==> config.mk <==
export PLATFORM = sky130hd
export DESIGN_NAME = register_fall_shift_nb
export DESIGN_NICKNAME = d
export VERILOG_FILES = /design/src/rtl/register_fall_shift_nb.sv
export SDC_FILE = /design/constraint.sdc
export NUM_CORES = 1
export LEC_CHECK = 0
export ABC_AREA = 1
export CAP_MARGIN = 0
export CORE_ASPECT_RATIO = 0.9
export CORE_MARGIN = 5
export CORE_UTILIZATION = 25
export CTS_BUF_LIST = sky130_fd_sc_hd__clkbuf_8
export DETAILED_ROUTE_END_ITERATION = 8
export PLACE_DENSITY = 0.53
export SLEW_MARGIN = 40
export SYNTH_ARGS = -nofsm -noshare
export SYNTH_HDL_FRONTEND = slang
export SYNTH_SLANG_ARGS = --single-unit
==> constraint.sdc <==
create_clock -name clock -period 2 [get_ports clock]
set_clock_uncertainty 0.1 [all_clocks]
set_input_delay 0.5 -clock clock [delete_from_list [all_inputs] [get_ports clock]]
set_output_delay 0.5 -clock clock [all_outputs]
set_load 0.005 [all_outputs]
==> src/rtl/register_fall_shift_nb.sv <==
// register_fall_shift_nb
//   N-bit falling-edge register for the 6502 datapath (A/X/Y). It can hold,
//   load, shift, rotate, increment or decrement its contents. It also keeps
//   registered carry, zero and negative status flags. All state changes on the
//   falling edge of clock, so the outputs stay stable through the next high
//   phase for rising-edge consumers.
//
// Parameters
//   WIDTH        data width, >= 2
//   RESET_VALUE  value loaded into out on reset
//
// Ports
//   clock      in   system clock (falling-edge active)
//   reset_n    in   synchronous active-low reset, sampled on the falling edge
//   mode       in   3-bit operation select (HOLD/LOAD/SHL/SHR/ROL/ROR/INC/DEC)
//   in         in   parallel load data
//   carry_in   in   bit shifted in by ROL/ROR
//   out        out  register contents
//   carry_out  out  bit shifted out by the last shift/rotate
//   zero       out  1 when out == 0
//   negative   out  copy of out[WIDTH-1]
module register_fall_shift_nb #(
  parameter int               WIDTH       = 8,
  parameter logic [WIDTH-1:0] RESET_VALUE = '0
) (
  input  logic             clock,
  input  logic             reset_n,
  input  logic [2:0]       mode,
  input  logic [WIDTH-1:0] in,
  input  logic             carry_in,
  output logic [WIDTH-1:0] out,
  output logic             carry_out,
  output logic             zero,
  output logic             negative
);

  localparam logic [2:0] M_HOLD = 3'd0;
  localparam logic [2:0] M_LOAD = 3'd1;
  localparam logic [2:0] M_SHL  = 3'd2;
  localparam logic [2:0] M_SHR  = 3'd3;
  localparam logic [2:0] M_ROL  = 3'd4;
  localparam logic [2:0] M_ROR  = 3'd5;
  localparam logic [2:0] M_INC  = 3'd6;
  localparam logic [2:0] M_DEC  = 3'd7;

  localparam logic [WIDTH-1:0] ONE = WIDTH'(1);

  logic [WIDTH-1:0] nxt;
  logic             nxt_c;

  // Next-state datapath. The carry defaults to its current value, so only
  // the shift and rotate modes change it.
  always_comb begin
    nxt   = out;
    nxt_c = carry_out;
    unique case (mode)
      M_HOLD: ;
      M_LOAD: nxt = in;
      M_SHL: begin
        nxt   = {out[WIDTH-2:0], 1'b0};
        nxt_c = out[WIDTH-1];
      end
      M_SHR: begin
        nxt   = {1'b0, out[WIDTH-1:1]};
        nxt_c = out[0];
      end
      M_ROL: begin
        nxt   = {out[WIDTH-2:0], carry_in};
        nxt_c = out[WIDTH-1];
      end
      M_ROR: begin
        nxt   = {carry_in, out[WIDTH-1:1]};
        nxt_c = out[0];
      end
      M_INC: nxt = out + ONE;   // wraps modulo 2^WIDTH
      M_DEC: nxt = out - ONE;
      default: ;
    endcase
  end

  // HOLD leaves every output register untouched, including the flags. Every
  // other mode derives zero and negative from the new value, not the old one.
  always_ff @(negedge clock) begin
    if (!reset_n) begin
      out       <= RESET_VALUE;
      carry_out <= 1'b0;
      zero      <= (RESET_VALUE == '0);
      negative  <= RESET_VALUE[WIDTH-1];
    end else if (mode != M_HOLD) begin
      out       <= nxt;
      carry_out <= nxt_c;
      zero      <= (nxt == '0);
      negative  <= nxt[WIDTH-1];
    end
  end

endmodule

## Yosys cells after proc, flatten, opt, wreduce, memory -nomap -nowiden

Cells that the tools add are included.

| cells by class | value |
|---|---|
| multiplexer cells | 2 |
| $add $sub $neg | 2 |
| reduce and logical (&&, ||, !) cells | 6 |
| equality and inequality tests | 7 |

Operators by type and width:

| operator | count |
|---|---|
| one-hot mux 8 bit (7 select lines) | 1 |
| equality test 3 bit, second input constant | 4 |
| adder 8 x 1 -> 8 bit, second input constant | 1 |
| logical NOT 8 bit | 1 |
| subtractor 8 x 1 -> 8 bit, second input constant | 1 |
| equality test 3 x 2 -> 1 bit, second input constant | 2 |
| OR reduction 2 bit | 2 |
| equality test 3 x 1 -> 1 bit, second input constant | 1 |
| nonzero test 3 bit | 1 |
| one-hot mux 1 bit (2 select lines) | 1 |
| AND reduction 2 bit | 1 |
| nonzero test 2 bit | 1 |

| storage, ports and cells | value |
|---|---|
| word-level logic and storage cells | 21 |
| register bits | 11 |

## Logic depth before layout (Yosys ltp)

Gate-level depths: netlist of the first run.

| depth | value |
|---|---|
| depth in word-level cells | 4 |
| depth in mapped cells | 19 |
| depth with buffers taken out | 18 |

==> results of run 1 <==
==> kinds of logic (layout without fill, tap and decap cells) <==
family	Yosys count	after routing
xor gates and xnor gates	2	2
buffers and inverters	30	110
adders and majority gates	1	1
and+or+nand+nor	110	110
DFF	10	10
AOI/OAI and AO/OA	27	27
==> worst reg2reg max path, stage by stage, from the launching register on <==
cell and delay (ns):
dfxtp_2 0.31, buf_4 0.14, inv_1 0.12, nand2_2 0.07
nand2_2 0.08, inv_2 0.05, ha_4 0.21, nand2_2 0.05
nand4_1 0.10, nor2_2 0.14, nand2_1 0.08, a21oi_2 0.12
nand3_1 0.08, nor2_1 0.10, nand3_1 0.08, nand2_1 0.06
==> sequential cells by signal, indices dropped and copies added (netlist names) <==
name       count
out            8
carry_out      1
zero           1
==> how the worst max path moves through the flow <==
stage           end  slack (ns)
2_1_floorplan  zero       -0.99
3_3_place_gp   zero       -1.68
3_5_place_dp   zero       -1.75
4_1_cts        zero       -0.75
5_1_grt        zero       -0.87
6_report       zero       -0.78
==> synthesized netlist by cell type <==
master / instances / area share (%)
a21oi_1: 13 / 6.3
nand2_2: 5 / 3.0
nand3_1: 25 / 12
nand4_1: 4 / 2.4
inv_1: 24 / 8.8
xor2_1: 2 / 1.7
nor2_2: 2 / 1.2
nor2_1: 18 / 6.6
buf_4: 3 / 2.2
inv_2: 1 / 0.36
ha_1: 1 / 1.2
nor3_2: 1 / 0.97
o21ai_0: 8 / 3.9
nand3b_1: 1 / 0.73
dfxtp_1: 10 / 19
buf_6: 2 / 2.2
nand3_4: 1 / 1.7
nand2_1: 52 / 19
nor2_4: 1 / 1.1
a21o_1: 1 / 0.73
o221ai_1: 1 / 0.85
a221oi_1: 1 / 0.85
o41ai_1: 1 / 0.85
a41o_1: 1 / 0.97
a22oi_1: 1 / 0.73
==> cell type report <==
type / count / area (µm²)
fill: 419 / 2010
inverter: 24 / 104
clock inverter: 11 / 42.5
clock buffer: 3 / 41.3
timing repair inverter: 1 / 5.00
sequential: 10 / 211
timing repair buffer: 71 / 638
multi-input combinational: 140 / 911
tap: 48 / 60.1
==> per-stage QoR <==
step | utilization [%] | cell area (µm²)
2_1_floorplan | - | 1110
3_3_place_gp | 40.9 | 1650
3_5_place_dp | 40.9 | 1650
4_1_cts | 46.5 | 1870
5_1_grt | 50.1 | 2010
6_report | 50.1 | 2010
==> power by group through the flow <==
stage	clock network, mW	logic, mW	registers, mW
2_1_floorplan	0.0338	0.171	0.240
3_3_place_gp	0.0338	0.350	0.230
3_5_place_dp	0.0338	0.349	0.229
4_1_cts	0.307	0.386	0.229
5_1_grt	0.333	0.469	0.232
6_report	0.295	0.434	0.230
==> timing repair <==
item	CTS	global route
buffers inserted	6	7
setup endpoints to repair	21	21
pin swaps	18	14
resized for setup	109	29
gates cloned	1	0
==> layer usage <==
layer	vias up	global-route usage (%)	wire, µm
li1	750	-	-
met5	-	0	0
met3	4	2.42	138
met1	652	18.3	1810
met2	30	24.8	2070
met4	0	3.63	12
==> impl_results.md, run 1 <==
* Maximum number of pins on one net before global-route repair at 9
* Simple-Gate Fraction of Synth Area at 48.9%
* Core Region at 4020 µm²
* Die area at 5500 µm²
* Share of layout cells above drive strength 1 at 53.5%
* Synth Net Count at 195
* Flop2flop setup slack at 0.06 ns
* Post-synthesis adder-cell area fraction at 1.22%
* Combinational power share at 45.3%
* MaxCap Viol Count at 0
* RR Endpoint: zero
* Skew-Pair Late Insertion Delay at 0.30 ns
* Hold WS at 0.400 ns
* Clock network power share at 30.8%
* DR WL/cell at 13.1 µm
* Syn avg cell area at 5.71 µm²
* Crit path required time at 1.15 ns
* Worst path cell trace: buf_8, nand2_4, nor2_4, nand2_2, nand2_2, inv_2, ha_4, nand2_2, nand4_1, nor2_2, nand2_1, a21oi_2, nand3_1, nor2_1, nand3_1, nand2_1
* Initial antenna violation count at 0
* Lkg Pwr at 1.01 nW
* Final setup viols at 21
* CP bufs+invs at 2
* Cell at the slowest stage of the critical path: ha_4
* Vias at 1436
* Startpoint types: primary input
* H-Tree Depth at 1
* Slew headroom at 72.3%
* Synthesized cell area at 1030 µm²
* Clk slew on worst S/H paths at 0.04 ns
* P per Cell Area at 476 nW/µm²
* Commonest non-fill, non-tap cell in the layout: buf_4
* Seq/Total Area, Yosys at 19.5%
* Slew Viols, Final at 0
* Endpoint class of the critical path: flip-flop
* Reg2reg start: out[1]
* Final WS setup at -0.776 ns
* Maximum clock path buffer count at 2
* Setup_tns at -9.83 ns
* Int Pwr at 0.597 mW
* Worst Tran Pin Value at 0.411 ns
* Avg Vias per Cell at 4.66
* Crit path arrival time at 1.93 ns
* Main combinational cell family by area after synthesis: simple AND/OR/NAND/NOR gates
* CP max FO at 5
* WP depth at 16
* CTS tree: yes
* Yosys warnings at 0
* Routed wire length at 4030 µm
* Min-delay worst type: reg2reg
* Multiplexer share of the synthesized area at 0%
* Ant. Diodes at 0
* Total CTS buffers at 3
* Min-Delay Endpoint: carry_out
* Hold path cells at 2
* Most frequent cells in the layout: buf_4 (39), nand2_1 (31), inv_1 (28)
* Setup Crit Path Kind: in2reg
* Starting Density at 25.6%
* Total Power at 0.959 mW
* Total GRT Usage at 14.3%
* Detail Route Antenna Nets at 0
* I/O pins at 25
* Switching Share at 37.7%
* Worst Hold Launch: carry_out
* Residual DRC at 0
* Net Sw Power at 0.361 mW
* Post-Layout Cell Count at 308
* CP delay by family, top: simple AND/OR/NAND/NOR gates
* Die Span Y at 70.9 µm
* Die width at 77.6 µm
* Compound-Gate Fraction of Synth Area at 15.2%
* I/O Buffers at 24
* Maximum VDD drop at 0.481 mV
* Detail Placement HPWL at 2860 µm
* Pre-CTS setup slack at -1.75 ns
* CTS root buffer: clkbuf_8
* Vias in the first global route at 1458
* Nets at 276
* DR pass1 iterations at 4
* Grt total ovfl at 0
* Failing checks: negative setup slack
* Critical path origin: mode[0]
* Yosys cell types at 25
* XOR/XNOR share of the synthesized area at 1.70%
* Global-route wire length before repair at 6590 µm
* Status: complete, but fails checks
* Post-CTS Hold Fix Bufs at 0
* Placed insts at 284
* Crit-path max cell delay at 0.20 ns
* Seq cells post-synth at 10
* Hold Vio Cnt, Final at 0
* Crit path top cell by count: nand2_2
* Iteration-0 DRC Markers at 83
* Worst Reg2Reg Path Length in Cells at 15
* Cells after synthesis at 180
* Reg power frac at 24.0%
* # rows at 22
* GP Congestion at 0.897
* Clk sinks at 10
* RSZ-0062 raised after global routing: yes
* Area delta synth->final at 95.7%
No activity file was read; power rests on OpenSTA's default activity.
==> run 2, diff against run 1 <==
--- a/config.mk
+++ b/config.mk
@@ -11,6 +11,7 @@
 export CORE_MARGIN = 5
 export CORE_UTILIZATION = 25
 export CTS_BUF_LIST = sky130_fd_sc_hd__clkbuf_8
+export CTS_CLUSTER_DIAMETER = 50
 export DETAILED_ROUTE_END_ITERATION = 8
 export PLACE_DENSITY = 0.53
 export SLEW_MARGIN = 40
==> results of run 2 <==
The final DEF is identical to that of run 1; final timing and power are the same.
==> run 3, diff against run 2 <==
--- a/config.mk
+++ b/config.mk
@@ -5,7 +5,6 @@
 export SDC_FILE = /design/constraint.sdc
 export NUM_CORES = 1
 export LEC_CHECK = 0
-export ABC_AREA = 1
 export CAP_MARGIN = 0
 export CORE_ASPECT_RATIO = 0.9
 export CORE_MARGIN = 5
==> run 3 against run 2 <==
Effect of this change:
- the flow still finishes with violations (negative setup slack)
- die area is 5.2% lower
- clock power hardly changed
- sequential power is 3% higher
- critical path type unchanged
- largest power group unchanged
==> impl_results.md, run 3 <==
* DP Area at 1480 µm² (-10%)
* Die width at 75.6 µm (-2.6%)
* Die area at 5210 µm² (-5.2%)
* Reg2reg start: out[3]
* Vias at 1251 (-13%)
* Worst Reg2Reg Path Length in Cells at 7 (-8)
* Routed wl met2 at 1870 µm (-9.8%)
* RR Endpoint: zero
* Initial antenna violation count at 0 (unchanged)
* Worst Tran Pin Value at 0.450 ns (+0.0396 ns)
* DR WL/cell at 15.9 µm (+22%)
* Wl on met1 at 1710 µm (-5.6%)
* Min-Delay Endpoint: zero
* Syn avg cell area at 7.50 µm² (+31%)
* H-Tree Depth at 1 (unchanged)
* Biggest register: out
* Avg Vias per Cell at 5.21 (+12%)
* Biggest registers after layout: out x8, carry_out x1, zero x1
* Iteration-0 DRC Markers at 97 (+17%)
* Detail Route Antenna Nets at 0 (unchanged)
* Maximum VDD drop at 0.268 mV (-44%)
* Yosys warnings at 0 (unchanged)
* Routed wire length at 3820 µm (-5.2%)
* Die Span Y at 69.0 µm (-2.6%)
* Worst Hold Launch: zero
* Seq cells post-synth at 10 (unchanged)
* Maximum number of pins on one net before global-route repair at 16 (+7)
* # rows at 21 (-4.5%)
* Leading area contributor after synthesis: dfxtp_1
* Starting Density at 25.9% (+0.33 points)
* Hold WS at 0.439 ns (+0.0384 ns)
* Nets at 211 (-24%)
* Count leader, synth: nor2_1
* I/O pins at 25 (unchanged)
* Core Region at 3730 µm² (-7.2%)
* I/O Buffers at 24 (unchanged)
* Multi-input gate area at 881 µm² (-3.3%)
* Placed insts at 219 (-23%)
* Async SR Flop Fraction at 0% (unchanged)
* Share of layout cells above drive strength 1 at 52.1% (-1.4 points)
* Ant. Diodes at 0 (unchanged)
* Most frequent cells in the layout: buf_4 (25), buf_6 (22), inv_1 (12)
* Lkg Pwr at 0.799 nW (-21%)
* GP Congestion at 0.851 (-5.1%)
* Commonest non-fill, non-tap cell in the layout: buf_4
* Clk slew on worst S/H paths at 0.04 ns (about the same)
* Top post-synthesis cells by area: dfxtp_1 (21%), nor2_1 (5.4%), a21oi_1 (4.1%)
* DR pass1 iterations at 4 (unchanged)
* Grt total ovfl at 0 (unchanged)
* Post-route cell area at 1820 µm² (-9.7%)
* Failing checks: negative setup slack
* Endpoint class of the critical path: flip-flop
* Area delta synth->final at 88.0%
* Residual DRC at 0 (unchanged)
* Min-delay worst type: reg2reg
* Met3 wire length at 215 µm (+56%)
* Fillers at 358 (-15%)
* Vias in the first global route at 1216 (-17%)
* Share of the synthesized area in the top cell type at 20.7% (+1.2 points)
* Post-CTS Hold Fix Bufs at 0 (unchanged)
* Total CTS buffers at 3 (unchanged)
* Final setup viols at 21 (unchanged)
* Crit path required time at 1.14 ns (about the same)
* Slew Viols, Final at 0 (unchanged)
* Register area at 214 µm² (+1.2%)
* P per Cell Area at 548 nW/µm² (+15%)
* Crit-path max cell delay at 0.38 ns (+0.18 ns)
* Clk sinks at 10 (unchanged)
* Setup Crit Path Kind: in2reg
* Global-route wire length before repair at 5800 µm (-12%)
* Pre-CTS setup slack at -1.81 ns (-0.0587 ns)
* Final cell utilization of the core at 48.7% (-1.4 points)
* Post-Layout Cell Count at 240 (-22%)
* Startpoint types: primary input
* Hold Vio Cnt, Final at 0 (unchanged)
* Status: complete, but fails checks
* CTS root buffer: clkbuf_8
* Cell at the slowest stage of the critical path: or3b_4
* Synthesized cell area at 967 µm² (-6.0%)
* Skew-Pair Late Insertion Delay at 0.31 ns (about the same)
* CP bufs+invs at 1 (-1)
* Ys flop type: dfxtp_1
* Crit path arrival time at 2.19 ns (+0.26 ns)
* Top Metal Used: met4
* Detail Placement HPWL at 2520 µm (-12%)
* CP delay by family, top: simple AND/OR/NAND/NOR gates
* Final WS setup at -1.05 ns (-0.277 ns)
* MaxCap Viol Count at 0 (unchanged)
* Synth Net Count at 144 (-26%)
* Synth top cells by count: nor2_1 (14), dfxtp_1 (10), a21oi_1 (8), nand2_1 (8), o21ai_0 (7)
* Slew headroom at 69.6% (-2.7 points)
* Cells after synthesis at 129 (-28%)
* CP max FO at 4 (-1)
* Max FFs per register at 8 (unchanged)
* Yosys cell types at 53 (+110%)
* Worst path cell trace: buf_6, and3_4, xor2_1, ha_2, or3b_4, a21boi_2, o21ai_2, a221oi_2, nand4_1, o21ai_1
* Maximum clock path buffer count at 2 (unchanged)
* CTS tree: yes
* Flop2flop setup slack at -0.18 ns (-0.24 ns)
* Number of flops mapped to enable cells by yosys at 0 (unchanged)
* RSZ-0062 raised after global routing: yes
* Total GRT Usage at 14.0% (-0.27 points)
* Seq/Total Area, Yosys at 20.7% (+1.2 points)
* Hold path cells at 2 (unchanged)
==> run 3: logic make-up after synthesis <==
logic type | synth area share [%]
buffers and inverters | 6.60
multiplexers | 5.30
flip-flops | 20.7
AND/OR/NAND/NOR | 33.8
adder cells (fa/ha/maj) | 1.29
AO/OA/AOI/OAI | 28.7
XOR/XNOR | 3.62
==> run 3: worst max path at each step <==
stage / to / startpoint / cells after the start / slack [ns]
after global placement: zero / mode[0] / 8 / -1.82
after detailed placement: zero / mode[0] / 8 / -1.81
after CTS: zero / mode[2] / 10 / -1.11
after floorplan: zero / mode[2] / 10 / -1.32
final: zero / mode[2] / 10 / -1.05
after global routing: zero / mode[2] / 10 / -1.17
==> run 3: power by group <==
part	internal (mW)	switching (mW)	total [mW]
logic	0.249	0.213	0.462
registers	0.223	0.0124	0.236
clock network	0.160	0.138	0.298
==> run 3: final cells by class <==
cell class                      instances  share of cell area [%]
Clock inverter                         10                    2.06
Multi-Input combinational cell        106                    48.5
Tap cell                               46                    3.17
Inverter                                2                   0.413
Timing Repair Buffer                   63                    31.9
Clock buffer                            3                    2.27
Sequential cell                        10                    11.8
==> run 3: layer usage <==
layer,up-vias,global-route usage [%]
met5,-,0
met4,0,3.11
met3,4,4.07
met2,51,21.7
met1,583,19.1
li1,613,-
==> run 3: metrics by stage <==
stage | power, mW | setup TNS, ns
after detailed placement | 0.637 | -20.17
after CTS | 0.939 | -12.15
final | 0.996 | -12.34
after floorplan | 0.471 | -8.80
after global routing | 1.07 | -13.19
after global placement | 0.638 | -20.34
==> run 3: tightest hold or removal path, stage by stage (launching register included) <==
cell and delay (ns):
dfxtp_1 0.36, a21oi_1 0.08, o21ai_1 0.06
==> run 3: timing repair <==
item	4_1_cts	5_1_grt
endpoints found under the setup margin	21	21
pin swaps	17	21
resized for setup	80	33
setup buffers	6	5
